### src/rtl/monopix2_cmd_tx.sv
// monopix2_cmd_tx
// Serial command transmitter for TJ-Monopix2. Frames are queued through a
// valid/ready handshake and sent MSB-first as a gapless 16-bit stream. Idle
// slots carry NOOP, and a SYNC frame is inserted after every SYNC_INTERVAL
// non-SYNC frames so the chip decoder stays word-locked.
//
// Optional feature: define MONOPIX2_CMD_TX_PULSE_EN to add the EXT_PULSE
// input. A rising edge on EXT_PULSE queues one PULSE frame, which takes
// priority over FIFO data but not over SYNC.

module monopix2_cmd_tx #(
  parameter int FIFO_DEPTH    = 16,
  parameter int SYNC_INTERVAL = 32
) (
  input  logic        CMD_CLK,
  input  logic        RESETB,
  input  logic [15:0] FRAME_DATA,
  input  logic        FRAME_VALID,
  output logic        FRAME_READY,
`ifdef MONOPIX2_CMD_TX_PULSE_EN
  input  logic        EXT_PULSE,
`endif
  output logic        LVDS_CMD,
  output logic        FRAME_START,
  output logic        BUSY
);

  localparam int AW = (FIFO_DEPTH > 1) ? $clog2(FIFO_DEPTH) : 1;
  localparam int CW = AW + 1;
  localparam int SW = $clog2(SYNC_INTERVAL + 1);

  localparam logic [15:0]   SYNC_WORD  = 16'h817E;
  localparam logic [15:0]   NOOP_WORD  = 16'h6969;
`ifdef MONOPIX2_CMD_TX_PULSE_EN
  localparam logic [15:0]   PULSE_WORD = 16'h5C5C;
`endif
  localparam logic [CW-1:0] FULL_COUNT = CW'(FIFO_DEPTH);
  localparam logic [SW-1:0] SC_MAX     = SW'(SYNC_INTERVAL);

  // Serializer state
  logic [15:0]   shiftQ, shiftD;
  logic [3:0]    bitCntQ, bitCntD;
  logic [SW-1:0] syncCntQ, syncCntD;
  logic          dataOnLineQ, dataOnLineD;

  // Frame FIFO state
  logic [15:0]   fifoMem [FIFO_DEPTH];
  logic [AW-1:0] wrPtrQ, wrPtrD;
  logic [AW-1:0] rdPtrQ, rdPtrD;
  logic [CW-1:0] countQ, countD;

  logic loadEdge;
  logic fifoEmpty;
  logic fifoFull;
  logic push;
  logic pop;
  logic selSync;
  logic selPulse;

`ifdef MONOPIX2_CMD_TX_PULSE_EN
  logic extPulseQ;
  logic pulsePendQ, pulsePendD;
  logic pulseRise;
`endif

  assign loadEdge  = (bitCntQ == 4'd15);
  assign fifoEmpty = (countQ == '0);
  assign fifoFull  = (countQ == FULL_COUNT);

  // READY is forced low during reset so nothing is accepted into a FIFO
  // that is being flushed on the same edge.
  assign FRAME_READY = RESETB && !fifoFull;
  assign push        = FRAME_VALID && FRAME_READY;

  assign selSync = loadEdge && (syncCntQ == SC_MAX);

`ifdef MONOPIX2_CMD_TX_PULSE_EN
  assign selPulse  = loadEdge && !selSync && pulsePendQ;
  assign pulseRise = EXT_PULSE && !extPulseQ;
`else
  assign selPulse  = 1'b0;
`endif

  // Data is popped only when neither SYNC nor PULSE claims the slot.
  assign pop = loadEdge && !selSync && !selPulse && !fifoEmpty;

  assign LVDS_CMD    = shiftQ[15];
  assign FRAME_START = (bitCntQ == 4'd0);
  assign BUSY        = (countQ != '0) || dataOnLineQ;

  // Next-state for the serializer: shift on ordinary edges, pick the next frame on the load edge
  always_comb begin
    shiftD      = shiftQ;
    bitCntD     = bitCntQ;
    syncCntD    = syncCntQ;
    dataOnLineD = dataOnLineQ;
    if (loadEdge) begin
      bitCntD = 4'd0;
      if (selSync) begin
        shiftD      = SYNC_WORD;
        syncCntD    = '0;
        dataOnLineD = 1'b0;
      end else if (selPulse) begin
`ifdef MONOPIX2_CMD_TX_PULSE_EN
        shiftD      = PULSE_WORD;
`endif
        syncCntD    = syncCntQ + 1'b1;
        dataOnLineD = 1'b0;
      end else if (!fifoEmpty) begin
        shiftD      = fifoMem[rdPtrQ];
        syncCntD    = syncCntQ + 1'b1;
        dataOnLineD = 1'b1;
      end else begin
        shiftD      = NOOP_WORD;
        syncCntD    = syncCntQ + 1'b1;
        dataOnLineD = 1'b0;
      end
    end else begin
      shiftD  = {shiftQ[14:0], 1'b0};
      bitCntD = bitCntQ + 4'd1;
    end
  end

  // Next-state for the FIFO pointers and occupancy; a simultaneous push and pop keeps the count
  always_comb begin
    wrPtrD = wrPtrQ;
    rdPtrD = rdPtrQ;
    countD = countQ;
    if (push) begin
      wrPtrD = wrPtrQ + 1'b1;
    end
    if (pop) begin
      rdPtrD = rdPtrQ + 1'b1;
    end
    case ({push, pop})
      2'b10:   countD = countQ + 1'b1;
      2'b01:   countD = countQ - 1'b1;
      default: countD = countQ;
    endcase
  end

`ifdef MONOPIX2_CMD_TX_PULSE_EN
  // A new rising edge wins over the clear so an edge arriving on the load edge is not lost
  always_comb begin
    pulsePendD = (pulsePendQ && !selPulse) || pulseRise;
  end
`endif

  // State registers; reset leaves BC at 15 so the first released edge is a load edge, and SC at max so it loads SYNC
  always_ff @(posedge CMD_CLK) begin
    if (!RESETB) begin
      shiftQ      <= '0;
      bitCntQ     <= 4'd15;
      syncCntQ    <= SC_MAX;
      dataOnLineQ <= 1'b0;
      wrPtrQ      <= '0;
      rdPtrQ      <= '0;
      countQ      <= '0;
`ifdef MONOPIX2_CMD_TX_PULSE_EN
      extPulseQ   <= 1'b0;
      pulsePendQ  <= 1'b0;
`endif
    end else begin
      shiftQ      <= shiftD;
      bitCntQ     <= bitCntD;
      syncCntQ    <= syncCntD;
      dataOnLineQ <= dataOnLineD;
      wrPtrQ      <= wrPtrD;
      rdPtrQ      <= rdPtrD;
      countQ      <= countD;
`ifdef MONOPIX2_CMD_TX_PULSE_EN
      extPulseQ   <= EXT_PULSE;
      pulsePendQ  <= pulsePendD;
`endif
    end
  end

  // FIFO storage; needs no reset because occupancy alone decides what is valid
  always_ff @(posedge CMD_CLK) begin
    if (push) begin
      fifoMem[wrPtrQ] <= FRAME_DATA;
    end
  end

endmodule

### config.mk
export PLATFORM = sky130hd
export DESIGN_NAME = monopix2_cmd_tx
export DESIGN_NICKNAME = d
export VERILOG_FILES = /design/src/rtl/monopix2_cmd_tx.sv
export SDC_FILE = /design/constraint.sdc
export NUM_CORES = 1
export LEC_CHECK = 0
export ABC_CLOCK_PERIOD_IN_PS = 2700
export BUFFER_PORTS_ARGS = -buffer_cell sky130_fd_sc_hd__buf_2
export CORE_MARGIN = 3
export CORE_UTILIZATION = 25
export CTS_CLUSTER_DIAMETER = 40
export DETAILED_ROUTE_END_ITERATION = 8
export PLACE_DENSITY_LB_ADDON = 0.25
export RECOVER_POWER = 25
export SKIP_CTS_REPAIR_TIMING = 1
export SLEW_MARGIN = 20
export SYNTH_ARGS = -nofsm -noshare
export SYNTH_HDL_FRONTEND = slang
export SYNTH_SLANG_ARGS = --single-unit
### constraint.sdc
create_clock -name CMD_CLK -period 2.7 [get_ports CMD_CLK]
set_clock_uncertainty 0.1 [all_clocks]
set_input_delay 0 -clock CMD_CLK [delete_from_list [all_inputs] [get_ports CMD_CLK]]
set_output_delay 0 -clock CMD_CLK [all_outputs]
set_load 0.1 [all_outputs]
==> results of run 1 <==
## cells in the final DEF (no fill, tap or decap), drive strengths merged, types with 9 or more instances in the layout
cell type      n
clkbuf        62
o21ai         15
clkinv        10
nor2          32
a21oi         19
and2          19
buf           69
dfxtp         44
edfxtp       256
dlygate4sd3   17
mux2          10
a22oi         11
mux2i         27
inv           18
ha            13
xor2          10
nor2b          9
mux4          54
## worst paths after layout
| kind | slack (ns) | startpoint | to | cells after the start |
|---|---|---|---|---|
| max | 0.17 | countQ[2] | countQ[4] | 11 |
| min | -0.002 | FRAME_VALID | wrPtrQ[1] | 6 |
| max reg2reg | 0.17 | countQ[2] | countQ[4] | 11 |
| min reg2reg | 0.35 | shiftQ[12] | shiftQ[13] | 1 |
## cells by family (layout without fill, tap and decap cells)
logic type | Yosys count | count (layout) | synth area share (%)
AOI/OAI and AO/OA | 78 | 78 | 4.40
xor gates and xnor gates | 15 | 15 | 1.12
adders and majority gates | 14 | 14 | 1.56
buffers and inverters | 38 | 184 | 1.52
DFF | 300 | 300 | 73.2
muxes | 91 | 91 | 13.7
and+or+nand+nor | 98 | 98 | 4.53
## metal layers
metal / vias to the layer above / track usage, % / wire length (microns)
met4: 0 / 2.54 / 372
met3: 34 / 2.31 / 1190
met5: - / 0 / 0
li1: 2776 / - / -
met1: 3123 / 15.1 / 12900
met2: 114 / 17.5 / 12900
## Yosys cell counts (5+ instances only)
cell,instances
inv_1,7
nor2_1,32
edfxtp_1,256
buf_2,13
mux4_2,54
o21ai_0,15
nand2b_1,5
clkbuf_1,8
buf_1,5
xnor2_1,5
a22oi_1,11
mux2i_1,27
ha_1,13
nand3_1,8
xor2_1,10
a22o_1,8
dfxtp_1,44
nor2b_1,9
nand2_1,7
a21oi_1,19
a31oi_1,5
and2_1,19
mux2_2,10
## cell type report
type / count / area (sq um) / area share [%]
Tap cell: 600 / 751 / 5.13
Clock buffer: 52 / 1140 / 7.78
Timing Repair Buffer: 96 / 783 / 5.35
Clock inverter: 27 / 353 / 2.41
Inverter: 9 / 33.8 / 0.231
Multi-Input combinational cell: 296 / 3010 / 20.5
Sequential cell: 300 / 8580 / 58.6
## worst register-to-register path, stage by stage, from the launching register on
cell	delay, ns
dfxtp_1	0.39
nor4_2	0.08
buf_4	0.15
a211oi_4	0.26
inv_2	0.10
ha_4	0.19
fa_2	0.36
a21o_1	0.18
a21oi_2	0.14
xor2_1	0.08
or3_1	0.30
a21oi_1	0.14
## stage by stage
step | cells | worst slack, ns | utilization [%] | area [sq um]
finish | 1380 | 0.165 | 32.0 | 14600
global route | 1380 | 0.0434 | 32.0 | 14600
CTS | 1363 | -0.0143 | 31.6 | 14500
detailed placement | 1284 | 0.0111 | 28.3 | 13000
global placement | 1284 | -0.000438 | 28.3 | 13000
floorplan | 634 | -0.0778 | - | 11700
## where the power goes
part           switching [uW]  total, uW  leakage, uW  internal [uW]
logic                     391        634      0.00142            244
registers                53.1       5180      0.00267           5130
clock network            2070       5780     0.000732           3710
## registers in the layout (all words and copies together), names as in the netlist, named ones only
signal,flops
countQ,5
wrPtrQ,4
syncCntQ,6
bitCntQ,4
fifoMem,256
shiftQ,16
rdPtrQ,4
dataOnLineQ,1
==> results.txt, run 1 <==
WHS = -0.00215 ns
Critical-path cell list = nor4_2 > buf_4 > a211oi_4 > inv_2 > ha_4 > fa_2 > a21o_1 > a21oi_2 > xor2_1 > or3_1 > a21oi_1
CTS sink cnt = 300
Reg clk slew, reported paths = 0.05 ns
Ratio of cells with drive above 1 in the final layout = 27.9%
Worst EP arrival = 2.89 ns
Hold Fails Final Rpt = 1
Dominant synthesized flop cell = edfxtp_1
Syn Area/Cell = 18.5 sq um
Fin. max-slew vios = 0
Area growth syn-to-layout = 25.1%
Drt pass-1 iters = 4
All-Layer GR Usage = 10.9%
Grt total ovfl = 0
Critical Path RT = 3.06 ns
Largest net degree at the start of global routing = 30
Post-Route WL = 27.3 mm
Cell area power density = 792 mW/mm^2
Vias = 6047
Worst-Margin Slew = 0.677 ns
Die ar. = 0.0495 sq mm
Post-synth EDFFs = 256
Post-synth cell types = 43
CP bufs+invs = 2
Number of buffers created by CTS = 43
Tcrit/Tclk final = 93.9%
Routability cong. = 0.692
Cell count after synthesis = 634
HP Class = input port to flip-flop
CTS tree = yes
Asr flop ratio synth = 0%
Post-detail-place hpwl = 16.4 mm
CP top delay family = compound AO/OA/AOI/OAI gates
DRC errors left = 0
Period minus WS final = 2.53 ns
Worst Path Class, Setup = flip-flop to flip-flop
Vias in the first global route = 6211
Die W = 222 microns
RSZ-0062 raised after global routing = false
CP max-delay cell = dfxtp_1
Failing checks = hold timing
Synth area leaders = edfxtp_1 (66%), mux4_2 (10%), dfxtp_1 (7.5%)
Final setup violation count = 0
Sum Neg Setup Slack = 0 ns
Peak supply drop = 0.000394 V
Initial DRC count = 419
DR WL/cell = 19.8 microns
CP max FO = 5
Core ar. = 0.0458 sq mm
Share of the synthesized area in the top cell type = 65.7%
Seq/Total Area, Yosys = 73.2%
Final nets = 779
Max stage delay on crit path = 0.39 ns
Relative slew slack = 54.8%
FF+latch count, synth = 300
Die height = 222 microns
Antenna cells = 0
Endpoint class of the critical path = flip-flop
# rows = 78
Layout fillers = 4379
Ports = 23
Synth area leader = edfxtp_1
Synthesized cell area = 0.0117 sq mm
CTS Buffer Depth = 3
Vias per cell = 4.38
Initial core utilization = 25.6%
Clk_lat worst skew = 0.53 ns
Status = finished, violations left
Tot Pwr = 11600 uW
Leakage = 0.00482 uW
Max cap viols = 0
Clk root buf = clkbuf_16
Crit path launch type = flip-flop
First-pass GRT wire length = 40.5 mm
Fmax = 0.395 GHz
Synth warnings = 0
PortBufs = 22
H-tree depth = 2
Antenna Nets Post-Route = 0
Initial antenna violation count = 0
Syn nets = 667
Power figures use the tool's default switching activity.
==> run 2, diff against run 1 <==
--- a/config.mk
+++ b/config.mk
@@ -6,11 +6,11 @@
 export NUM_CORES = 1
 export LEC_CHECK = 0
 export ABC_CLOCK_PERIOD_IN_PS = 2700
-export BUFFER_PORTS_ARGS = -buffer_cell sky130_fd_sc_hd__buf_2
-export CORE_MARGIN = 3
+export CORE_MARGIN = 10
 export CORE_UTILIZATION = 25
 export CTS_CLUSTER_DIAMETER = 40
 export DETAILED_ROUTE_END_ITERATION = 8
+export DONT_BUFFER_PORTS = 1
 export PLACE_DENSITY_LB_ADDON = 0.25
 export RECOVER_POWER = 25
 export SKIP_CTS_REPAIR_TIMING = 1
==> results.txt, run 2 (synthesis gave the netlist of run 1 again) <==
Status = complete, no violations
Met2 WL = 12.8 mm (-1.0%)
Commonest non-fill, non-tap cell in the layout = edfxtp_1
Area growth syn-to-layout = 24.1%
Max FFs per register = 256 (unchanged)
Grt total ovfl = 0 (unchanged)
H-tree depth = 2 (unchanged)
Tot Pwr = 11100 uW (-4.2%)
HP Class = input port to flip-flop
Initial antenna violation count = 1 (+1)
Highest layer used for signal routing = met5
Clk_lat worst skew = 0.54 ns (about the same)
Fmax = 0.392 GHz (-0.57%)
All-Layer GR Usage = 9.70% (-1.2 points)
CP bufs+invs = 2 (unchanged)
Cell mode on critical path = a21oi_1
Commonest non-fill, non-tap cells in the layout = edfxtp_1 (256), buf_4 (58), mux4_2 (54)
Post-Route WL = 27.4 mm (about the same)
Antenna cells = 0 (unchanged)
Hold Fails Final Rpt = 0 (-1)
Die ar. = 0.0559 sq mm (+13%)
Final nets = 765 (-1.8%)
DR WL/cell = 19.9 microns (+0.67%)
Critical Path RT = 3.05 ns (about the same)
DRC errors left = 0 (unchanged)
Number of buffers created by CTS = 42 (-2.3%)
Worst EP arrival = 2.90 ns (about the same)
Peak supply drop = 0.000448 V (+14%)
WHS = 0.317 ns (+0.320 ns)
Endpoint class of the critical path = flip-flop
P_int = 8600 uW (-5.3%)
Leakage = 0.00474 uW (-1.7%)
Post-detail-place hpwl = 17.0 mm (+3.2%)
Gate power share = 5.6% (about the same)
Wl on met1 = 13.0 mm (+1.0%)
First-pass GRT wire length = 41.2 mm (+1.8%)
CTS tree = yes
Worst Path Class, Setup = flip-flop to flip-flop
Antenna Nets Post-Route = 0 (unchanged)
Routability cong. = 0.721 (+4.3%)
Max cap viols = 0 (unchanged)
Cell area power density = 765 mW/mm^2 (-3.4%)
Met3 routed WL = 986 microns (-17%)
Core ar. = 0.0465 sq mm (+1.5%)
CTS Buffer Depth = 3 (unchanged)
Relative slew slack = 35.8% (-19 points)
Initial core utilization = 25.2% (-0.38 points)
Vias per cell = 4.39 (+0.12%)
Most flops, register = fifoMem
Drt pass-1 iters = 4 (unchanged)
Die height = 236 microns (+6.3%)
PortBufs = 0 (-100%)
Largest net degree at the start of global routing = 34 (+13%)
Ports = 23 (unchanged)
Max stage delay on crit path = 0.38 ns (about the same)
RSZ-0062 raised after global routing = false
Period minus WS final = 2.55 ns (+0.0145 ns)
Vias in the first global route = 6188 (-0.37%)
Tcrit/Tclk final = 94.4% (+0.54 points)
Critical-path cell list = nor4_2 > buf_4 > a211oi_2 > inv_2 > ha_4 > fa_2 > a21o_1 > a21oi_1 > xor2_1 > or3_1 > a21oi_1
Clk root buf = clkbuf_16
Placed cells = 1277 (-0.55%)
Fin. max-slew vios = 0 (unchanged)
Net Sw Power = 2510 uW (-0.42%)
Initial DRC count = 294 (-30%)
CP max-delay cell = dfxtp_1
Top flop regs = fifoMem x256, shiftQ x16, syncCntQ x6
Switch share = 22.6% (+0.86 points)
CP max FO = 5 (unchanged)
# rows = 79 (+1.3%)
Crit path launch type = flip-flop
Ratio of cells with drive above 1 in the final layout = 28.0% (about the same)
Clock network power share = 47.5% (-2.4 points)
CTS sink cnt = 300 (unchanged)
Worst-Margin Slew = 0.962 ns (+0.284 ns)
Non-filler cells, final = 1372 (-0.58%)
Die W = 236 microns (+6.3%)
R2R setup slack = 0.15 ns (about the same)
Sequential share of power = 46.9% (+2.2 points)
Final setup violation count = 0 (unchanged)
Reg clk slew, reported paths = 0.06 ns (about the same)
Vias = 6019 (-0.46%)
CP top delay family = compound AO/OA/AOI/OAI gates
## run 2: worst reg2reg max path, stage by stage, from the launching register on
cell      delay [ns]
dfxtp_1         0.38
nor4_2          0.08
buf_4           0.14
a211oi_2        0.26
inv_2           0.09
ha_4            0.19
fa_2            0.35
a21o_1          0.16
a21oi_1         0.17
xor2_1          0.09
or3_1           0.31
a21oi_1         0.14
## run 2: per-layer routing
layer | global-route usage [%] | up-vias
li1 | - | 2750
met3 | 2.03 | 48
met5 | 0 | -
met2 | 15.3 | 92
met1 | 13.1 | 3127
met4 | 2.82 | 2
## run 2: path summary, 6_finish.rpt
kind / start / endpoint / depth (start not counted)
hold / removal: FRAME_DATA[11] / fifoMem[13][11] / 1
setup reg to reg: countQ[2] / countQ[4] / 11
setup / recovery: countQ[2] / countQ[4] / 11
hold reg to reg: dataOnLineQ / dataOnLineQ / 1
## run 2: final cells by class
class                           count  area [sq um]
Fill cell                        4551         31900
Clock inverter                     29           289
Multi-Input combinational cell    296          3030
Inverter                            9          33.8
Timing Repair Buffer               83           756
Sequential cell                   300          8580
Tap cell                          607           759
Clock buffer                       48          1080
## run 2: stage by stage
stage	area, sq um	utilization (%)	setup slack [ns]	TNS [ns]
after CTS	14300	30.8	-0.0522	-0.0522
after global placement	12900	27.8	0.0169	0
after global routing	14500	31.3	0.00559	0
after detailed placement	12900	27.8	-0.0353	-0.0353
after floorplan	11700	-	-0.0778	-0.0778
final	14500	31.3	0.151	0
## run 2: power by group through the flow
stage | clock network, uW | logic (uW) | registers [uW]
after CTS | 5430 | 543 | 5210
after detailed placement | 0 | 538 | 5300
final | 5280 | 617 | 5210
after floorplan | 0 | 340 | 5290
after global routing | 5640 | 686 | 5220
after global placement | 0 | 538 | 5300
==> run 3, diff against run 2 <==
--- a/config.mk
+++ b/config.mk
@@ -5,6 +5,7 @@
 export SDC_FILE = /design/constraint.sdc
 export NUM_CORES = 1
 export LEC_CHECK = 0
+export ABC_AREA = 1
 export ABC_CLOCK_PERIOD_IN_PS = 2700
 export CORE_MARGIN = 10
 export CORE_UTILIZATION = 25
==> results.txt, run 3 <==
Status = complete, no violations
CP startpoint = bitCntQ[0]
Max FFs per register = 256 (unchanged)
FF+latch count, synth = 300 (unchanged)
Ratio of cells with drive above 1 in the final layout = 11.9% (-16 points)
Seq/Total Area, Yosys = 70.2% (-3.0 points)
Hold Fails Final Rpt = 0 (unchanged)
First-pass GRT wire length = 48.8 mm (+18%)
Most common cell in the netlist = edfxtp_1
DR WL/cell = 17.9 microns (-10%)
CTS tree = yes
DP Area = 0.0131 sq mm (+1.2%)
CP max FO = 6 (+1)
Setup slack after layout = 0.337 ns (+0.186 ns)
Vias = 7948 (+32%)
Peak supply drop = 0.000413 V (-7.8%)
Routability cong. = 0.770 (+6.8%)
Vias per cell = 4.45 (+1.4%)
Relative slew slack = 36.0% (+0.14 points)
Clk root buf = clkbuf_16
Asr flop ratio synth = 0% (unchanged)
Cell area power density = 774 mW/mm^2 (+1.2%)
Die W = 241 microns (+1.9%)
H-tree depth = 2 (unchanged)
CTS sink cnt = 300 (unchanged)
Most flops, register = fifoMem
Worst-Margin Slew = 0.959 ns (-0.00211 ns)
Ports = 23 (unchanged)
CTS Buffer Depth = 3 (unchanged)
R2R setup slack = 0.34 ns (+0.19 ns)
Grt total ovfl = 0 (unchanged)
Vias in the first global route = 7798 (+26%)
Die height = 241 microns (+1.9%)
Endpoint class of the critical path = flip-flop
Reg clk slew, reported paths = 0.06 ns (about the same)
Synth area leaders = edfxtp_1 (63%), dfxtp_1 (7.2%), nand2_1 (5.8%)
Number of buffers created by CTS = 42 (unchanged)
Fin. max-slew vios = 0 (unchanged)
Initial antenna violation count = 2 (+1)
Commonest non-fill, non-tap cells in the layout = edfxtp_1 (256), nand2_1 (188), nor2_1 (161)
Worst Path Class, Setup = flip-flop to flip-flop
Final nets = 1170 (+53%)
Dominant synthesized flop cell = edfxtp_1
Critical Path End = countQ[4]
Post-layout instance area = 0.0147 sq mm (+1.1%)
Gate power share = 6.5% (+0.9 points)
Switch share = 23.9% (+1.4 points)
Post-synth cell types = 31 (-28%)
Share of the synthesized area in the top cell type = 63.0% (-2.7 points)
RSZ-0062 raised after global routing = false
Synthesized cell area = 0.0122 sq mm (+4.3%)
Net Sw Power = 2720 uW (+8.6%)
Place WS = 0.276 ns (+0.311 ns)
Fmax = 0.423 GHz (+7.9%)
Top post-synthesis cells by count = edfxtp_1 (256), nand2_1 (188), nor2_1 (178)
Max cap viols = 0 (unchanged)
Tcrit/Tclk final = 87.5% (-6.9 points)
Initial DRC count = 603 (+110%)
Post-synth EDFFs = 256 (unchanged)
Drt pass-1 iters = 4 (unchanged)
Worst EP arrival = 2.74 ns (-0.16 ns)
Syn nets = 1119 (+68%)
Syn Area/Cell = 11.2 sq um (-39%)
Leakage = 0.00528 uW (+11%)
Cell count after synthesis = 1086 (+71%)
P_int = 8650 uW (+0.50%)
HP Class = input port to flip-flop
Clk_lat worst skew = 0.55 ns (about the same)
Worst r2r src = bitCntQ[0]
Clock network power share = 48.0% (+0.5 points)
All-Layer GR Usage = 11.0% (+1.3 points)
Antenna Nets Post-Route = 0 (unchanged)
Period minus WS final = 2.36 ns (-0.186 ns)
Final setup violation count = 0 (unchanged)
R2R cell count = 14 (+3)
# rows = 80 (+1.3%)
Layout fillers = 4890 (+7.4%)
Sum Neg Setup Slack = 0 ns (unchanged)
Critical Path RT = 3.07 ns (+0.02 ns)
Core ar. = 0.0480 sq mm (+3.4%)
Die ar. = 0.0581 sq mm (+3.9%)
PortBufs = 0 (unchanged)
DRC errors left = 0 (unchanged)
Post-Route WL = 32.0 mm (+17%)
R2r endpoint = countQ[4]
Largest net degree at the start of global routing = 136 (+300%)
Area growth syn-to-layout = 20.3%
Synth area leader = edfxtp_1
Sequential share of power = 45.6% (-1.3 points)
Top flop regs = fifoMem x256, shiftQ x16, syncCntQ x6
Commonest non-fill, non-tap cell in the layout = edfxtp_1
Initial core utilization = 25.4% (+0.21 points)
Synth warnings = 0 (unchanged)
Crit path launch type = flip-flop
Post-detail-place hpwl = 18.3 mm (+7.8%)
==> run 3: cell types whose count changed in the layout (fill, tap and decap cells not counted), sizes merged, moves of 44 or more <==
| cell | delta |
|---|---|
| inv | +44 |
| nand2 | +181 |
| mux4 | -54 |
| nand3 | +122 |
| nor2 | +147 |
| o21ai | +91 |
==> run 3: area by class of cell <==
type	instances	area (sq um)	share of cell area, %
Clock inverter	26	270	1.84
Antenna cell	2	5.00	0.0341
Timing Repair Buffer	62	561	3.82
Multi-Input combinational cell	675	3160	21.5
Inverter	56	213	1.45
Clock buffer	51	1130	7.70
Sequential cell	300	8570	58.4
Tap cell	615	769	5.24
==> run 3: cells by family (layout without fill, tap and decap cells) <==
kind of cell / after synthesis / count (layout) / share of synthesized area, %
fa+ha+maj: 14 / 14 / 1.50
simple gates: 507 / 507 / 17.3
buf+inv: 111 / 195 / 4.31
other cells: 0 / 2 / 0
compound gates: 148 / 148 / 6.32
flops: 300 / 300 / 70.2
xor+xnor: 6 / 6 / 0.431
==> run 3: worst max-delay path, stage by stage, from the launching register on <==
cell and delay, ns:
dfxtp_1 0.37, ha_1 0.18, nand2_1 0.12, nor2_4 0.12, nand3_2 0.15, inv_2 0.09, ha_2 0.24, ha_1 0.28
a21oi_1 0.13, nand2_1 0.07, a21oi_1 0.11, o21ai_0 0.11, nand2_1 0.07, nand2_1 0.04, nor2_1 0.10
==> run 3: metal layers <==
metal / routed length [microns] / part of all wire [%] / track usage [%] / vias up
met5: 0 / 0 / 0 / -
met4: 914 / 2.9 / 3.85 / 0
met2: 14500 / 45 / 17.2 / 149
li1: - / - / - / 3874
met3: 1390 / 4.3 / 2.34 / 60
met1: 15200 / 47 / 14.7 / 3865
==> run 3: through the flow <==
stage	total power, uW	util, %	instances	hold slack (ns)
2_1_floorplan	5740	-	1086	-0.00113
3_3_place_gp	5930	27.2	1690	-0.0220
3_5_place_dp	5940	27.2	1690	-0.0151
4_1_cts	11400	30.2	1767	-0.592
5_1_grt	11800	30.6	1787	0.333
6_report	11400	30.6	1787	0.310
==> run 3: worst min path at each step <==
stage                        from            end  slack (ns)  cells past startpoint
detailed placement         RESETB    syncCntQ[5]       -0.02                      1
finish                FRAME_VALID      wrPtrQ[1]        0.31                      4
floorplan           FRAME_DATA[0]  fifoMem[0][0]      -0.001                      0
global route          FRAME_VALID      wrPtrQ[1]        0.33                      4
global placement           RESETB    syncCntQ[5]       -0.02                      1
CTS                        RESETB    syncCntQ[5]       -0.59                      1
==> run 3: power groups by stage <==
stage,Clock [uW],Sequential (uW),Combinational (uW)
detailed placement,0,5270,663
global route,5760,5190,836
global placement,0,5270,658
CTS,5560,5180,666
finish,5450,5180,736
floorplan,0,5260,483
